**src/rtl/seg7_pkg.sv**
```systemverilog
// seg7_pkg: shared types and glyph table for the 7-segment scan capture slice.
package seg7_pkg;
  typedef enum logic [1:0] {IDLE, SETTLE, HOLD} state_t;
  localparam int N_DIGITS = 4;
  localparam logic [6:0] GLYPH_0 = 7'b1000000;
  localparam logic [6:0] GLYPH_1 = 7'b1111001;
  localparam logic [6:0] GLYPH_2 = 7'b0100100;
  localparam logic [6:0] GLYPH_3 = 7'b0110000;
  localparam logic [6:0] GLYPH_4 = 7'b0011001;
  localparam logic [6:0] GLYPH_5 = 7'b0010010;
  localparam logic [6:0] GLYPH_6 = 7'b0000010;
  localparam logic [6:0] GLYPH_7 = 7'b1111000;
  localparam logic [6:0] GLYPH_8 = 7'b0000000;
  localparam logic [6:0] GLYPH_9 = 7'b0010000;
  localparam logic [6:0] GLYPH_A = 7'b0001000;
  localparam logic [6:0] GLYPH_B = 7'b0000011;
  localparam logic [6:0] GLYPH_C = 7'b1000110;
  localparam logic [6:0] GLYPH_D = 7'b0100001;
  localparam logic [6:0] GLYPH_E = 7'b0000110;
  localparam logic [6:0] GLYPH_F = 7'b0001110;
  localparam logic [15:0][6:0] GLYPH_TAB = {GLYPH_F, GLYPH_E, GLYPH_D, GLYPH_C,
                                            GLYPH_B, GLYPH_A, GLYPH_9, GLYPH_8,
                                            GLYPH_7, GLYPH_6, GLYPH_5, GLYPH_4,
                                            GLYPH_3, GLYPH_2, GLYPH_1, GLYPH_0};
endpackage

```
**src/rtl/seg7_to_hex.sv**
```systemverilog
// seg7_to_hex: active-low segment pattern to hex nibble, flagging non-glyph patterns.
module seg7_to_hex
  import seg7_pkg::*;
(
  input  logic [6:0] seg,
  output logic       legal,
  output logic [3:0] nibble
);
  always_comb begin
    legal = 1'b0;
    nibble = '0;
    for (int i = 0; i < 16; i++)
      if (seg == GLYPH_TAB[i]) begin
        legal = 1'b1;
        nibble = 4'(i);
      end
  end
endmodule

```
**src/rtl/seg7_scan_capture.sv**
```systemverilog
// seg7_scan_capture: samples a multiplexed 7-segment bus and rebuilds the 4-digit hex frame.
// The state literal SETTLE is package-qualified because the settle parameter shares its name.
module seg7_scan_capture
  import seg7_pkg::*;
#(
  parameter int SETTLE    = 2,
  parameter int MAX_BLANK = 64
) (
  input  logic        clk,
  input  logic        reset,
  input  logic [3:0]  AN_EN,
  input  logic [6:0]  SEG,
  input  logic        clear,
  output logic [15:0] digits,
  output logic [3:0]  valid,
  output logic        frame_done,
  output logic        err_multi,
  output logic        err_order,
  output logic        err_seg,
  output logic        err_timeout
);
  localparam int CW = $clog2(SETTLE + 1);
  localparam int BW = $clog2(MAX_BLANK + 1);
  state_t st_q, st_d;
  logic [3:0] an_q, lows;
  logic [6:0] seg_q;
  logic [1:0] idx_q, idx_d, exp_q, exp_d, low_idx;
  logic [CW-1:0] cnt_q, cnt_d;
  logic [BW-1:0] blank_q, blank_d;
  logic [15:0] digits_q, digits_d;
  logic [3:0] valid_q, valid_d;
  logic seq_q, seq_d, frame_q, frame_d;
  logic em_q, em_d, eo_q, eo_d, es_q, es_d, et_q, et_d;
  logic blank, one, multi, same, cap, legal, in_ord;
  logic [3:0] nib;

  seg7_to_hex u_dec (.seg(seg_q), .legal(legal), .nibble(nib));

  assign lows    = ~an_q;
  assign blank   = an_q == 4'hF;
  assign one     = !blank && ((lows & (lows - 4'd1)) == 4'd0);
  assign multi   = !blank && !one;
  assign low_idx = lows[3] ? 2'd3 : lows[2] ? 2'd2 : lows[1] ? 2'd1 : 2'd0;
  assign same    = one && low_idx == idx_q;
  assign in_ord  = idx_q == exp_q;

  always_comb begin
    st_d = st_q;
    idx_d = idx_q;
    cnt_d = cnt_q;
    exp_d = exp_q;
    seq_d = seq_q;
    digits_d = digits_q;
    valid_d = valid_q;
    frame_d = 1'b0;
    em_d = em_q;
    eo_d = eo_q;
    es_d = es_q;
    et_d = et_q;
    cap = 1'b0;
    blank_d = !blank ? '0 : blank_q == BW'(MAX_BLANK) ? blank_q : blank_q + 1'b1;
    if (multi) begin
      em_d = 1'b1;
      st_d = IDLE;
    end else if (blank) st_d = IDLE;
    else if (st_q == IDLE || !same) begin
      st_d = seg7_pkg::SETTLE;
      idx_d = low_idx;
      cnt_d = CW'(1);
    end else if (st_q == seg7_pkg::SETTLE) begin
      cnt_d = cnt_q + 1'b1;
      cap = cnt_d == CW'(SETTLE);
      st_d = cap ? HOLD : st_q;
    end
    // an in-order digit3 opens a new frame; any out-of-order capture resyncs the scan
    if (cap) begin
      if (legal) digits_d[{idx_q, 2'b00} +: 4] = nib;
      es_d = es_q | !legal;
      eo_d = eo_q | !in_ord;
      valid_d = (!in_ord || idx_q == 2'd3) ? 4'd0 : valid_q;
      valid_d[idx_q] = legal;
      exp_d = idx_q - 2'd1;
      seq_d = in_ord && legal && (idx_q == 2'd3 || seq_q);
      frame_d = in_ord && legal && seq_q && idx_q == 2'd0;
    end
    if (blank && blank_q == BW'(MAX_BLANK - 1)) begin
      et_d = 1'b1;
      valid_d = '0;
      exp_d = 2'd3;
    end
    if (clear) begin
      st_d = IDLE;
      digits_d = digits_q;
      valid_d = '0;
      exp_d = 2'd3;
      seq_d = 1'b0;
      frame_d = 1'b0;
      blank_d = '0;
      {em_d, eo_d, es_d, et_d} = '0;
    end
  end

  always_ff @(posedge clk or negedge reset)
    if (!reset) begin
      an_q <= 4'hF;
      seg_q <= 7'h7F;
      st_q <= IDLE;
      idx_q <= '0;
      cnt_q <= '0;
      exp_q <= 2'd3;
      blank_q <= '0;
      seq_q <= 1'b0;
      digits_q <= '0;
      valid_q <= '0;
      frame_q <= 1'b0;
      {em_q, eo_q, es_q, et_q} <= '0;
    end else begin
      an_q <= AN_EN;
      seg_q <= SEG;
      st_q <= st_d;
      idx_q <= idx_d;
      cnt_q <= cnt_d;
      exp_q <= exp_d;
      blank_q <= blank_d;
      seq_q <= seq_d;
      digits_q <= digits_d;
      valid_q <= valid_d;
      frame_q <= frame_d;
      {em_q, eo_q, es_q, et_q} <= {em_d, eo_d, es_d, et_d};
    end

  assign digits      = digits_q;
  assign valid       = valid_q;
  assign frame_done  = frame_q;
  assign err_multi   = em_q;
  assign err_order   = eo_q;
  assign err_seg     = es_q;
  assign err_timeout = et_q;
endmodule

```
**config.mk**
```make
export PLATFORM = sky130hd
export DESIGN_NAME = seg7_scan_capture
export DESIGN_NICKNAME = d
export VERILOG_FILES = /design/src/rtl/seg7_pkg.sv /design/src/rtl/seg7_to_hex.sv /design/src/rtl/seg7_scan_capture.sv
export SDC_FILE = /design/constraint.sdc
export NUM_CORES = 1
export LEC_CHECK = 0
export BUFFER_PORTS_ARGS = -buffer_cell sky130_fd_sc_hd__buf_2
export CAP_MARGIN = 20
export CORE_MARGIN = 4
export CORE_UTILIZATION = 52
export DETAILED_ROUTE_END_ITERATION = 12
export PLACE_DENSITY = 0.76
export SLEW_MARGIN = 20
export SYNTH_ARGS = -nofsm -noshare
export SYNTH_HDL_FRONTEND = slang
export SYNTH_HIERARCHICAL = 1
export SYNTH_SLANG_ARGS = --single-unit
```
**constraint.sdc**
```tcl
create_clock -name clk -period 2.2 [get_ports clk]
set_input_delay 0.11 -clock clk [delete_from_list [all_inputs] [get_ports clk]]
set_output_delay 0.11 -clock clk [all_outputs]
set_load 0.02 [all_outputs]
```
# After elaboration in Yosys (flattened, before gate mapping)
# Cells that the tools add are included.
word_totals:
  rom_bits: 0
  wordCells: 159
  output_inout_bits: 25
  latch_bits: 0
  register_bits: 52
  input_bits: 14
  ram_bits: 0
  mem_count: 0
op_classes:
  multipliers: 0
  div: 0
  eq_ne: 24
  magnitude_cmp: 2
  reduce_logical: 32
  n_bitwise: 7
  muxes: 72
  n_addsub: 5
  shift: 2
op_table:
  columns: ["cell", "count"]
  rows:
  - ["$mux W4", 12]
  - ["$eq A7 B7 Y1 const B", 5]
  - ["$mux W1", 35]
  - ["$mux W2", 15]
  - ["$eq A7 B6 Y1 const B", 4]
  - ["$eq A7 B5 Y1 const B", 3]
  - ["$mux W7", 3]
  - ["$bwmux W16", 1]
  - ["$shift A4 B6 Y16 const A", 1]
  - ["$shiftx A4 B6 Y16", 1]
  - ["$eq A7 B2 Y1 const B", 2]
  - ["$eq A7 B4 Y1 const B", 2]
  - ["$mux W3", 4]
  - ["$reduce_bool A5 Y1", 2]
  - ["$logic_and A1 B1 Y1", 9]
  - ["$reduce_and A3 Y1", 3]
  - ["$reduce_bool A2 Y1", 4]
  - ["$add A7 B1 Y7 const B", 1]
  - ["$eq A7 B3 Y1 const B", 1]
  - ["$logic_not A7 Y1", 1]
  - ["$neg A4 Y6", 1]
  - ["$logic_not A1 Y1", 5]
  - ["$and A4 B4 Y4", 1]
  - ["$bwmux W4", 1]
  - ["19 further kinds", 27]

# Longest topological paths before layout
logic_depth:
  word_depth: 22
  mapped_depth: 10
  depth_no_buf: 9

# By module
# The synthesis kept the hierarchy.
modules_own_cells:
  columns: ["module", "cells_each", "seq_area_each_um2", "area_per_inst_um2", "instances"]
  rows:
  - ["seg7_scan_capture", 243, 1317.5, 2507.4, 1]
  - ["seg7_to_hex", 55, 0.0, 362.8, 1]

# Worst setup path before layout
# No wires, ideal clock.
synth_path:
  path_kind: "register to register"
  startpoint: "reg seg_q[5]"
  endpoint: "reg digits_q[10], in the netlist digits[10]"
  setup_ns: 0.131
  period_less_slack_ns: 2.332
  path_stages_with_launch: 10
  t_arrival_ns: 2.201
  n_path_buf: 1
  slack_ns: -0.132
  required_time_ns: 2.069
  path_cell_list: "dfstp_2 > buf_4 > and2b_4 > nand4_2 > o2111a_1 > nand3_1 > inv_1 > nor2_1 > nand4_1 > mux2i_1"
synth_via:
  elab_chain_cells: 18
  word_cells_on_any_way: 50
  cone_classes: "15 x eq/ne; 1 x shift; 32 x mux; 2 x reduce/logical"
synth_rtl:
  columns: ["element", "line", "text"]
  rows:
  - ["start, declared", "seg7_scan_capture.sv:26", "logic [6:0] seg_q;"]
  - ["start signal, assigned", "seg7_scan_capture.sv:106", "seg_q <= 7'h7F;"]
  - ["start signal, assigned", "seg7_scan_capture.sv:119", "seg_q <= SEG;"]
  - ["$eq A7 B7 Y1", "seg7_to_hex.sv:13", "if (seg == GLYPH_TAB[i]) begin"]
  - ["$mux W1 (15 in a row)", "seg7_to_hex.sv:13", null]
  - ["$mux W1 (*)", "seg7_to_hex.sv:13", null]
  - ["net legal", "seg7_scan_capture.sv:34", "logic blank, one, multi, same, cap, legal, in_ord;"]
  - ["$reduce_and A3 Y1 (no line) (*)", null, null]
  - ["end signal, assigned", "seg7_scan_capture.sv:126", "digits_q <= digits_d;"]
  - ["end, declared", "seg7_scan_capture.sv:30", "logic [15:0] digits_q, digits_d;"]
# Mark *: on every way through the listed nets, which the timed path passes. The rest lies on a longest branch.
# A chain may end at the register's enable or synchronous reset.

# Final worst setup path
layout_path:
  startpoint: "reg seg_q[6]"
  endpoint: "reg digits_q[12], in the netlist digits[12]"
# Same word-level chain as after synthesis.

==> results by group <==
Setup path
  • Critical path capture point type: flop
  • Destination of the worst register-to-register timing path: digits[12]
  • End of the critical path: digits[12]
  • Worst reg-to-reg setup slack: 0.13 ns
  • Type of the setup path with the least slack: reg2reg
  • Critical Path Source Type: flop
  • First element of the critical path: seg_q[6]
  • R2R cell count: 10
  • Reg2reg start: seg_q[6]
  • Largest fanout on the critical path: 8
  • Arrival time at the worst endpoint: 2.27 ns
  • Crit path required time: 2.40 ns

CTS
  • CTS tree: yes
  • Clock root buffer: sky130_fd_sc_hd__clkbuf_8
  • Inserted Clock Buffers: 5
  • CTS HTree Levels: 2
  • Worst-path clk slew: 0.10 ns
  • Insertion delay of the later-clocked pin in the worst-skew pair: 0.31 ns
  • Maximum root-to-sink buffer count: 2
  • Total clock sinks: 52

Synthesis
  • Seq/Total Area, Yosys: 45.9%
  • Cell count after synthesis: 298
  • Netlist area before placement: 2870 um^2
  • Main area contributors after synthesis: sky130_fd_sc_hd__dfrtp_1 (34%), sky130_fd_sc_hd__dfstp_2 (12%), sky130_fd_sc_hd__ha_1 (4.8%)
  • Share of synthesized flip-flops with an asynchronous set or reset: 100%
  • Cell taking the most area after synthesis: sky130_fd_sc_hd__dfrtp_1
  • Post-synthesis register bit count: 52
  • Area fraction of the dominant cell type after synthesis: 34.0%
  • Number of flops mapped to enable cells by yosys: 0
  • Post-synth cell types: 58
  • Mean instance size in the synthesized netlist: 9.63 um^2
  • Most frequently used flop master after synthesis: sky130_fd_sc_hd__dfrtp_1
  • Synth warn: 6
  • Synthesized net count: 323

STA
  • Hold WS: 0.0941 ns
  • Actual transition at the worst max-transition pin: 0.609 ns
  • Clock Skew: 0.00643 ns
  • Final sum of negative setup slack: 0 ns
  • Final max-slew violation count: 0
  • Final Setup Violations: 0
  • Final Hold Fails: 0
  • Clock period minus final worst setup slack: 2.07 ns
  • Relative max-transition margin: 59.3%
  • Top achievable clock speed: 0.483 GHz
  • Final worst path period share: 94.0%

Floorplanning
  • Floorplan die width: 82.3 um
  • Y dimension of the die: 82.3 um
  • Count of standard-cell rows: 26
  • IO Count: 39
  • Standard cell core area: 5240 um^2
  • Starting density of the core: 54.8%
  • Area of the die: 6770 um^2

Detailed routing
  • Total number of vias: 2380
  • Number of design rule violations left after detail routing: 0
  • Vias per cell: 5.55
  • Number of nets with antenna violations after routing: 0
  • Count of TritonRoute iterations in the first routing pass: 4
  • Drt initial violations: 134
  • DRT Wirelength: 6150 um
  • Average wire per cell in the routed design: 14.3 um

Global routing
  • Number of global-route vias before repair: 2324
  • First-pass GRT wire length: 10900 um
  • Total routing usage reported by global routing: 20.7%
  • Overflow left after global routing: 0
  • Antenna violations before repair: 0
  • Largest net degree at the start of global routing: 23

Pwr
  • Leakage Power: 1.56 nW
  • Total power: 2.02 mW
  • Power density over cell area: 588 nW/um^2
  • Max IR drop VDD: 0.415 mV

Final layout
  • Number of inserted filler cells in the final layout: 448
  • Post-layout nets: 383
  • Area growth, synth to finish: 19.6%
  • Antenna diode instance count: 0
  • Area of all sequential standard cells: 1320 um^2
  • Area occupied by multi-input gates: 1420 um^2
  • Fraction of final layout cells with drive strength greater than 1: 27.0%
  • Number of standard cells in the final layout excluding fillers: 429

Placed design
  • Post-Place Cells: 404
  • Last weighted congestion value of the routability-driven placer: 0.861
  • Count of input and output buffers: 38
  • Post-DP HPWL: 4500 um

Status
  • Result of the run: finished clean

Job
  • Number of max-capacitance violations reported: 0

Worst hold path
  • Path category of the worst min-delay check: in2reg
power by group:
group	switching, mW	total (mW)	internal (mW)
logic	0.221	0.398	0.177
registers	0.0492	1.05	0.999
clock network	0.315	0.572	0.256
total	0.585	2.02	1.43
worst min-delay path by stage:
stage          depth (start not counted)  slack, ns   from         end
6_report                               2       0.09  clear     st_q[0]
5_1_grt                                2       0.11  clear     st_q[1]
4_1_cts                                2        0.1  clear     st_q[0]
3_5_place_dp                           1       0.05  reset   digits[0]
3_3_place_gp                           1       0.04  reset   digits[0]
2_1_floorplan                          0      -0.19  reset  blank_q[0]
what timing repair did:
action                     in CTS  in global routing
gates resized for setup         0                 12
hold buffers                   12                  0
setup buffers                   0                  5
setup endpoints to repair       0                 17
hold endpoints to repair       23                  0
final cells by class:
| cell class | count | area share, % |
|---|---|---|
| clock inverters | 1 | 0.219 |
| flip-flops and latches | 52 | 38.4 |
| clock buffers | 7 | 2.52 |
| repair buffers | 69 | 13.7 |
| well taps | 70 | 2.55 |
| inverters | 12 | 1.31 |
| multi-input cells | 218 | 41.3 |
metrics by stage:
step / cell area [um^2] / util [%] / setup slack, ns
2_1_floorplan: 2870 / - / 0.0291
3_3_place_gp: 3150 / 60.1 / 0.167
3_5_place_dp: 3150 / 60.1 / 0.0675
4_1_cts: 3360 / 64.2 / 0.0475
5_1_grt: 3430 / 65.5 / -0.0181
6_report: 3430 / 65.5 / 0.131
cells in the final DEF, fill, tap and decap left out, types with 11 or more instances in the layout:
cell,synthesis,final
sky130_fd_sc_hd__o21ai_0,25,18
sky130_fd_sc_hd__dfrtp_1,39,39
sky130_fd_sc_hd__nor2_1,23,22
sky130_fd_sc_hd__dfstp_2,13,13
sky130_fd_sc_hd__a21oi_1,11,11
sky130_fd_sc_hd__nand2_1,34,33
sky130_fd_sc_hd__o21ai_1,12,19
sky130_fd_sc_hd__inv_1,12,12
sky130_fd_sc_hd__buf_2,4,38
sky130_fd_sc_hd__ha_1,11,11
sky130_fd_sc_hd__dlygate4sd3_1,0,12
sky130_fd_sc_hd__buf_4,5,17
logic make-up (layout without fill, tap and decap cells):
| family | Yosys count | count (layout) | share of synthesized area (%) |
|---|---|---|---|
| flip-flops | 52 | 52 | 45.9 |
| AO/OA/AOI/OAI | 72 | 72 | 16.1 |
| buffers and inverters | 28 | 89 | 5.27 |
| multiplexers | 7 | 7 | 2.57 |
| adder cells (fa/ha/maj) | 12 | 12 | 5.14 |
| XOR/XNOR | 8 | 8 | 2.44 |
| AND/OR/NAND/NOR | 119 | 119 | 22.6 |
critical path, stage by stage, from the launching register on:
cell                       delay [ns]
sky130_fd_sc_hd__dfstp_2         0.61
sky130_fd_sc_hd__nor2b_4         0.16
sky130_fd_sc_hd__nand4_2         0.13
sky130_fd_sc_hd__o2111a_1        0.26
sky130_fd_sc_hd__nand3_1         0.10
sky130_fd_sc_hd__inv_1           0.07
sky130_fd_sc_hd__nor2_2          0.12
sky130_fd_sc_hd__buf_6           0.16
sky130_fd_sc_hd__nand2_1         0.11
sky130_fd_sc_hd__o21ai_0         0.15
sky130_fd_sc_hd__o21ai_1         0.09
flip-flops by register name, summed over array words and instances (netlist names), 2 cells and up:
register / count
digits: 16
an_q: 4
idx_q: 2
st_q: 2
cnt_q: 2
valid: 4
exp_q: 2
blank_q: 7
seg_q: 7
cells in the mapped netlist, drive strengths merged (2+ instances only):
library cell   n
dfrtp         39
o21ai         37
nand2         34
nor2          24
dfstp         13
buf           12
inv           12
nand3         12
a21oi         11
ha            11
nand4         10
and3           5
nor3           5
nor3b          5
xnor2          5
a32o           4
clkbuf         4
mux2i          4
mux2           3
nand3b         3
nand4b         3
nor2b          3
o211ai         3
xor2           3
a211oi         2
a21boi         2
a21o           2
a31oi          2
and2b          2
nor4b          2
or2            2
or3            2
routing by layer:
layer  up-vias  routed length [um]  global-route usage [%]  part of all wire (%)
met5         -                   0                       0                     0
met3         6                 234                    3.90                   3.8
li1       1172                   -                       -                     -
met4         0                  74                    6.48                   1.2
met2        49                2980                    33.5                    48
met1      1153                2860                    28.1                    47
No activity file was read; power rests on OpenSTA's default activity.
